`src/rtl/tristate_bus_arbiter_if.sv`:
```
// ---------------------------------------------------------------------------
// tristate_bus_arbiter_if : request/grant bundle between arbiter and requesters
// Revision: 1.0
// ---------------------------------------------------------------------------
`default_nettype none

interface tristate_bus_arbiter_if #(
   parameter int N = 4
);
   localparam int OW = $clog2(N);

   logic [N-1:0]  req;
   logic [N-1:0]  done;
   logic [N-1:0]  grant;
   logic [N-1:0]  drive_en;
   logic [OW-1:0] bus_owner;
   logic          bus_busy;
   logic          timeout;

   modport master (
      input  req,
      input  done,
      output grant,
      output drive_en,
      output bus_owner,
      output bus_busy,
      output timeout
   );

   modport slave (
      output req,
      output done,
      input  grant,
      input  drive_en,
      input  bus_owner,
      input  bus_busy,
      input  timeout
   );
endinterface

`default_nettype wire

```
`src/rtl/tristate_bus_arbiter.sv`:
```
// ---------------------------------------------------------------------------
// tristate_bus_arbiter : round-robin owner sequencer with turnaround and hold limit
// Revision: 1.0
// ---------------------------------------------------------------------------
`default_nettype none

module tristate_bus_arbiter #(
   parameter int N           = 4,
   parameter int MAX_HOLD    = 8,
   parameter int TURN_CYCLES = 1
) (
   input  wire                    clk,
   input  wire                    rst_n,
   tristate_bus_arbiter_if.master bus
);
   localparam int OW = $clog2(N);
   localparam int HW = $clog2(MAX_HOLD + 1);
   localparam int TW = $clog2(TURN_CYCLES + 1);

   localparam logic [HW-1:0] C_MAX_HOLD = HW'(MAX_HOLD);
   localparam logic [TW-1:0] C_TURN     = TW'(TURN_CYCLES);

   typedef enum logic [1:0] {
      IDLE  = 2'd0,
      GRANT = 2'd1,
      TURN  = 2'd2
   } state_t;

   state_t        r_state;
   logic [N-1:0]  r_grant;
   logic [OW-1:0] r_owner;
   logic [OW-1:0] r_last_owner;
   logic [HW-1:0] r_hold;
   logic [TW-1:0] r_turn;
   logic          r_timeout;

   logic [OW-1:0] w_idx;
   logic [OW-1:0] w_win;
   logic          w_win_valid;
   logic [N-1:0]  w_win_onehot;
   logic          w_owner_done;
   logic          w_owner_req;
   logic          w_expire;
   logic          w_release;

   // Scan from the farthest offset down so the nearest requester after
   // last_owner is written last; last_owner itself is offset N, hence lowest priority.
   always_comb begin
      w_idx       = '0;
      w_win       = r_last_owner;
      w_win_valid = 1'b0;
      for (int i = N; i >= 1; i--) begin
         w_idx = OW'((int'(r_last_owner) + i) % N);
         if (bus.req[w_idx]) begin
            w_win       = w_idx;
            w_win_valid = 1'b1;
         end
      end
   end

   assign w_win_onehot = {{(N-1){1'b0}}, 1'b1} << w_win;
   assign w_owner_done = bus.done[r_owner];
   assign w_owner_req  = bus.req[r_owner];
   assign w_expire     = (r_hold == C_MAX_HOLD);
   assign w_release    = w_owner_done | ~w_owner_req | w_expire;

   always_ff @(posedge clk or negedge rst_n) begin
      if (!rst_n) begin
         r_state      <= IDLE;
         r_grant      <= '0;
         r_owner      <= '0;
         r_last_owner <= OW'(N - 1);
         r_hold       <= '0;
         r_turn       <= '0;
         r_timeout    <= 1'b0;
      end else begin
         r_timeout <= 1'b0;
         case (r_state)
            IDLE: begin
               if (w_win_valid) begin
                  r_state      <= GRANT;
                  r_grant      <= w_win_onehot;
                  r_owner      <= w_win;
                  r_last_owner <= w_win;
                  r_hold       <= HW'(1);
               end
            end
            GRANT: begin
               if (w_release) begin
                  r_state   <= TURN;
                  r_grant   <= '0;
                  r_hold    <= '0;
                  r_turn    <= TW'(1);
                  // A voluntary release in the same cycle as expiry is not a timeout.
                  r_timeout <= w_expire & ~w_owner_done & w_owner_req;
               end else begin
                  r_hold <= r_hold + 1'b1;
               end
            end
            TURN: begin
               if (r_turn == C_TURN) begin
                  r_turn <= '0;
                  if (w_win_valid) begin
                     r_state      <= GRANT;
                     r_grant      <= w_win_onehot;
                     r_owner      <= w_win;
                     r_last_owner <= w_win;
                     r_hold       <= HW'(1);
                  end else begin
                     r_state <= IDLE;
                  end
               end else begin
                  r_turn <= r_turn + 1'b1;
               end
            end
            default: begin
               r_state <= IDLE;
               r_grant <= '0;
            end
         endcase
      end
   end

   assign bus.grant     = r_grant;
   assign bus.drive_en  = r_grant;
   assign bus.bus_owner = r_owner;
   assign bus.bus_busy  = (r_state == GRANT);
   assign bus.timeout   = r_timeout;

endmodule

`default_nettype wire
```
`src/flat_wrapper.sv`:
```
// flat-port wrapper written by rule: the top's interface ports become plain ports
module tristate_bus_arbiter_flat 
#(
   parameter int N           = 4,
   parameter int MAX_HOLD    = 8,
   parameter int TURN_CYCLES = 1
)
  (clk, rst_n, bus_req, bus_done, bus_grant, bus_drive_en, bus_bus_owner, bus_bus_busy, bus_timeout);
  tristate_bus_arbiter_if #(.N(N)) bus_i ();
  input  wire clk;
  input  wire rst_n;
  input wire logic [$bits(bus_i.req)-1:0] bus_req;
  input wire logic [$bits(bus_i.done)-1:0] bus_done;
  output wire logic [$bits(bus_i.grant)-1:0] bus_grant;
  output wire logic [$bits(bus_i.drive_en)-1:0] bus_drive_en;
  output wire logic [$bits(bus_i.bus_owner)-1:0] bus_bus_owner;
  output wire logic [$bits(bus_i.bus_busy)-1:0] bus_bus_busy;
  output wire logic [$bits(bus_i.timeout)-1:0] bus_timeout;
  assign bus_i.req = bus_req;
  assign bus_i.done = bus_done;
  assign bus_grant = bus_i.grant;
  assign bus_drive_en = bus_i.drive_en;
  assign bus_bus_owner = bus_i.bus_owner;
  assign bus_bus_busy = bus_i.bus_busy;
  assign bus_timeout = bus_i.timeout;
  tristate_bus_arbiter #(.N(N), .MAX_HOLD(MAX_HOLD), .TURN_CYCLES(TURN_CYCLES)) u_core (.clk(clk), .rst_n(rst_n), .bus(bus_i));
endmodule
```
`config.mk`:
```
export PLATFORM = sky130hd
export DESIGN_NAME = tristate_bus_arbiter_flat
export DESIGN_NICKNAME = d
export VERILOG_FILES = /design/src/rtl/tristate_bus_arbiter_if.sv /design/src/rtl/tristate_bus_arbiter.sv /design/src/flat_wrapper.sv
export SDC_FILE = /design/constraint.sdc
export NUM_CORES = 1
export LEC_CHECK = 0
export ABC_AREA = 1
export ABC_CLOCK_PERIOD_IN_PS = 4050
export BUFFER_PORTS_ARGS = -buffer_cell sky130_fd_sc_hd__buf_2
export CAP_MARGIN = 25
export CORE_MARGIN = 5
export CORE_UTILIZATION = 44
export DETAILED_ROUTE_END_ITERATION = 8
export PLACE_DENSITY = 0.7
export SLEW_MARGIN = 10
export SYNTH_ARGS = -nofsm -noshare
export SYNTH_HDL_FRONTEND = slang
export SYNTH_SLANG_ARGS = --single-unit
```
`constraint.sdc`:
```
create_clock -name clk -period 4.05 [get_ports clk]
set_input_delay 0.2025 -clock clk [delete_from_list [all_inputs] [get_ports clk]]
set_output_delay 0.2025 -clock clk [all_outputs]
set_load 0.1 [all_outputs]
```
==> results of run 1 <==
[per-stage QoR]
stage | area, um^2 | hold WS [ps] | cells | utilization, % | setup slack (ps)
after floorplan | 1020 | -93.1 | 137 | - | 1520
after global routing | 1160 | 323 | 186 | 52.6 | 2170
after global placement | 1120 | 127 | 181 | 50.5 | 2580
after detailed placement | 1120 | 132 | 181 | 50.5 | 2540
after CTS | 1160 | 274 | 186 | 52.6 | 2310
final | 1160 | 281 | 186 | 52.6 | 2330
[layout make-up]
type                            instances  share of cell area [%]
Multi-Input combinational cell         97                    42.6
Sequential cell                        16                    34.6
Timing Repair Buffer                   22                    9.89
Inverter                               19                    6.77
Clock buffer                            4                    3.12
Tap cell                               28                    3.01
[Yosys cell counts]
master,instances,area (um^2)
nand4_1,3,18.8
or2_2,1,6.26
inv_8,1,11.3
nor2_2,1,6.26
ha_1,2,25.0
o21ai_1,5,25.0
o21ai_0,1,5.00
buf_6,1,11.3
dfrtp_1,14,350
dfstp_2,2,52.6
nand3_2,3,30.0
nand3_1,17,85.1
inv_1,15,56.3
nor2_1,3,11.3
o211ai_1,1,7.51
inv_2,3,11.3
o31ai_1,1,7.51
xor2_1,2,17.5
nor3_1,1,5.00
or2_1,1,6.26
nand2_2,10,62.6
buf_4,4,30.0
nand2_1,43,161
nand3b_1,2,15.0
[per-layer routing]
layer / vias up / global-route usage (%)
met4: 0 / 3.97
met3: 2 / 4.68
met5: - / 0
met2: 21 / 20.2
met1: 409 / 16.0
li1: 473 / -
[worst min path at each step]
stage	startpoint	to	slack (ps)	depth (start not counted)
3_5_place_dp	rst_n	u_core.bus.drive_en[1]	130	1
4_1_cts	bus_done[0]	u_core.bus.timeout	270	6
6_report	bus_done[0]	u_core.bus.timeout	280	6
5_1_grt	bus_done[0]	u_core.bus.timeout	320	6
3_3_place_gp	rst_n	u_core.bus.drive_en[1]	130	1
2_1_floorplan	rst_n	u_core.bus.bus_owner[0]	-90	0
[cell families (layout without fill, tap and decap cells)]
logic type               Yosys count  in the layout  share of synthesized area, %
adder cells (fa/ha/maj)            2              2                          2.46
AO/OA/AOI/OAI                      8              8                          4.42
flip-flops                        16             16                          39.6
buffers and inverters             24             45                          11.8
AND/OR/NAND/NOR                   85             85                          40.0
XOR/XNOR                           2              2                          1.72
[worst max-delay path, delay by kind of cell, from the launching register on]
family	cells	cell delay (ps)
buffers and inverters	2	570
and+or+nand+nor	1	310
DFF	1	350
[flip-flops by register name, summed over array words and instances (netlist names)]
signal / count
u_core.bus.timeout: 1
u_core.bus.bus_owner: 2
u_core.r_turn: 1
u_core.r_state: 2
u_core.r_last_owner: 2
u_core.bus.drive_en: 4
u_core.r_hold: 4
==> flow_metrics.py, run 1 <==
metrics = {
    "run_status": {
        "status": "completed",
    },
    "floorplanning": {
        "io_pins": 22,
        "coreArea_um2": 2210,
        "rows": 17,
        "initial_core_util_pct": 46.0,
        "die_y_um": 58.1,
        "die_x_um": 58.1,
        "dieArea_um2": 3380,
    },
    "detailed_routing": {
        "dr.pass1.iters": 4,
        "vias_per_cell": 4.87,
        "routedWlPerCell_um": 10.6,
        "ant_nets": 0,
        "drtIter0Drc": 30,
        "postRouteWirelength_um": 1970,
        "vias": 905,
        "wl_met3_um": 107,
        "wl_met1_um": 981,
        "wl_met2_um": 866,
        "drc": 0,
        "routed.top_layer": "met4",
    },
    "global_route": {
        "first_global_vias": 832,
        "antenna_found_initial": 0,
        "grt_pass1_wl_um": 3320,
        "grt_use_total_pct": 12.7,
        "overflow": 0,
        "grt_max_degree": 17,
    },
    "yosys": {
        "synth_seq_area_share_pct": 39.6,
        "ys_ff_latch": 16,
        "syn_nets": 149,
        "avgSynthCellArea_um2": 7.43,
        "yosysUniqueCellTypes": 24,
        "synthesis.area_um2": 1020,
        "synthCells": 137,
        "yosysWarnings": 0,
    },
    "layout": {
        "multi_input_area_um2": 495,
        "antenna_cells": 0,
        "layout-drive-gt1-share_pct": 29.1,
        "layout.nets": 171,
        "syn_to_final_growth_pct": 14.3,
        "mostFrequentLayoutCells": "43 x nand2_1, 21 x buf_2, 17 x nand3_1, 15 x inv_1, 14 x dfrtp_1",
        "final_common_cell": "nand2_1",
        "ff_latch_area_um2": 403,
        "fill_cells": 217,
    },
    "timing": {
        "skew_ps": 5.04,
        "slew_viol_final": 0,
        "setup_viol": 0,
        "hold_violations": 0,
        "slew_headroom_pct": 67.7,
        "fin_crit_sh_pct": 42.5,
        "worst_pin_slew_ps": 487,
        "fin_tns_setup_ps": 0,
        "period_minus_slack_ps": 1720,
        "grt_setup_unrepaired": "false",
        "fmax_ghz": 0.581,
    },
    "clocking": {
        "cts_hold_buf": 1,
        "cts_buffers": 3,
        "clk_pin_slew_ps": 100,
        "post-cts-setup-buffers": 0,
        "cts_root_buffer": "clkbuf_4",
        "cts_max_path_buffers": 2,
        "cts.sinks": 16,
        "htree_levels": 1,
        "post_cts_resized": 0,
        "cts_tree": "yes",
        "clk_latency_ps": 290,
    },
    "setup_path": {
        "rr_endpoint": "u_core.bus.bus_owner[1]",
        "end_kind": "primary output",
        "crit_path_top_delay_cell": "buf_2",
        "rr_startpoint": "u_core.r_last_owner[0]",
        "startpoint": "u_core.r_state[0]",
        "rr_worst_depth": 11,
        "start_kind": "flip-flop",
        "r2r_setup_slack_ps": 2520,
        "crit_type": "reg -> out",
        "required_ps": 3850,
        "cp.arrival_ps": 1520,
        "crit_path_end": "bus_bus_busy",
        "slowest_delay_ps": 500,
        "path_max_fanout": 6,
        "path_cells": "inv_1 > nor2_1 > buf_2",
    },
    "placed_design": {
        "numPortBuffers": 21,
        "dp_hpwl_um": 1550,
        "gp_congestion": 0.819,
    },
    "worst_hold_path": {
        "hold_path.class": "in -> reg",
    },
    "flow_run": {
        "drv_cap": 0,
    },
}
Power of run 1 is not shown: default switching activity piles up to over one toggle a cycle in this logic, so the estimate is an artifact.
==> run 2: changes to the inputs <==
ABC_CLOCK_PERIOD_IN_PS = 1700   (was 4050)
clock period = 1.7 ns   (was 4.05 ns; I/O delays follow)
==> run 2 against run 1 <==
Effect of this change:
- core utilization unchanged
- die area did not move
- count of clock-buffer cells in the layout is the same
- global-route usage up 1.3 points
- cell area unchanged
- sequential cell count stayed put
- critical path type is now reg -> reg
- hold slack worse by 95 ps
- clock skew is 5.4 ps higher
- register-to-register slack worse by 2300 ps
- first-iteration DRC count is 3.3% lower
==> flow_metrics.py, run 2 (synthesis gave the netlist of run 1 again) <==
metrics = {
    "run_status": {
        "status": "completed",
    },
    "setup_path": {
        "cp.arrival_ps": 1690,
        "crit_path_top_delay_cell": "dfstp_2",
        "crit_type": "reg -> reg",
        "start_kind": "flip-flop",
        "end_kind": "flip-flop",
        "slowest_delay_ps": 670,
        "required_ps": 1880,
        "path_max_fanout": 9,
        "path_cells": "inv_8 > nand2_1 > nand2_1 > nand2_1 > nand2_1 > nand2_2 > nand2_1 > nand2_2 > nand2_2 > nand3_1 > nand2_1",
        "rr_worst_depth": 11,
        "path_common_cell": "nand2_1",
    },
    "floorplanning": {
        "initial_core_util_pct": 46.0,
        "io_pins": 22,
        "die_x_um": 58.1,
        "dieArea_um2": 3380,
        "rows": 17,
        "die_y_um": 58.1,
        "coreArea_um2": 2210,
    },
    "timing": {
        "fin_tns_setup_ps": 0,
        "fin_crit_sh_pct": 88.6,
        "setup_slack_ps": 193,
        "slew_viol_final": 0,
        "slew_headroom_pct": 67.6,
        "hold_violations": 0,
        "period_minus_slack_ps": 1510,
        "skew_ps": 10.5,
        "fmax_ghz": 0.664,
        "setup_viol": 0,
        "worst_pin_slew_ps": 490,
        "grt_setup_unrepaired": "false",
    },
    "layout": {
        "layout-drive-gt1-share_pct": 30.4,
        "layout.nets": 171,
        "fill_cells": 218,
        "antenna_cells": 0,
        "syn_to_final_growth_pct": 14.3,
        "mostFrequentLayoutCells": "43 x nand2_1, 21 x buf_2, 17 x nand3_1, 15 x inv_1, 12 x dfrtp_1",
        "utilization_pct": 52.6,
        "final_common_cell": "nand2_1",
    },
    "global_route": {
        "antenna_found_initial": 0,
        "grt_use_total_pct": 14.0,
        "overflow": 0,
        "grt_max_degree": 17,
        "first_global_vias": 921,
        "grt_pass1_wl_um": 3730,
    },
    "placed_design": {
        "pre_cts_ws_ps": 174,
        "numPortBuffers": 21,
        "gp_congestion": 0.801,
        "dp_hpwl_um": 1710,
    },
    "clocking": {
        "cts_tree": "yes",
        "cts_root_buffer": "clkbuf_4",
        "post-cts-setup-buffers": 0,
        "post_cts_resized": 0,
        "clk_pin_slew_ps": 90,
        "cts_buffers": 3,
        "cts.sinks": 16,
        "cts_hold_buf": 1,
        "htree_levels": 1,
        "clk_latency_ps": 280,
        "cts_max_path_buffers": 2,
    },
    "detailed_routing": {
        "routedWlPerCell_um": 11.4,
        "vias_per_cell": 4.98,
        "dr.pass1.iters": 4,
        "ant_nets": 0,
        "postRouteWirelength_um": 2110,
        "drtIter0Drc": 29,
        "drc": 0,
        "vias": 927,
    },
    "worst_hold_path": {
        "hold_path.class": "in -> reg",
        "hold_path_depth": 6,
    },
    "flow_run": {
        "drv_cap": 0,
    },
}
## run 2: area by class of cell
class	instances	area (um^2)	share of cell area [%]
Timing Repair Buffer	22	115	9.89
Sequential cell	16	405	34.8
Inverter	19	78.8	6.77
Tap cell	28	35.0	3.01
Multi-Input combinational cell	97	503	43.2
Clock buffer	4	26.3	2.26
## run 2: through the flow
| stage | instance area [um^2] | hold slack, ps | cells |
|---|---|---|---|
| after detailed placement | 1130 | 22.1 | 181 |
| after global routing | 1160 | 225 | 186 |
| final | 1160 | 185 | 186 |
| after CTS | 1160 | 170 | 186 |
| after floorplan | 1030 | -211 | 137 |
| after global placement | 1130 | 14.7 | 181 |
## run 2: worst paths after layout
kind / start / end / slack (ps)
setup / recovery: u_core.r_last_owner[0] / u_core.bus.drive_en[2] / 190
hold / removal: bus_done[0] / u_core.bus.timeout / 190
setup reg to reg: u_core.r_last_owner[0] / u_core.bus.drive_en[2] / 190
hold reg to reg: u_core.bus.drive_en[2] / u_core.bus.drive_en[2] / 510
max in group asynchronous: rst_n / u_core.r_last_owner[1] / 1130
min in group asynchronous: rst_n / u_core.bus.drive_en[1] / 250
## run 2: metal layers
metal  up-vias  GRT usage, %  routed length (um)
met2        19          23.4                 984
met1       428          18.0                1020
met4         0          3.97                  11
met3         2          3.34                  94
met5         -             0                   0
li1        478             -                   -
## run 2: worst max-delay path: cells and delay by family, from the launching register on
| kind | cells | cell delay [ps] |
|---|---|---|
| AND/OR/NAND/NOR | 10 | 680 |
| buffers and inverters | 1 | 70 |
| flip-flops | 1 | 670 |
Power of run 2 is left out for the same reason.
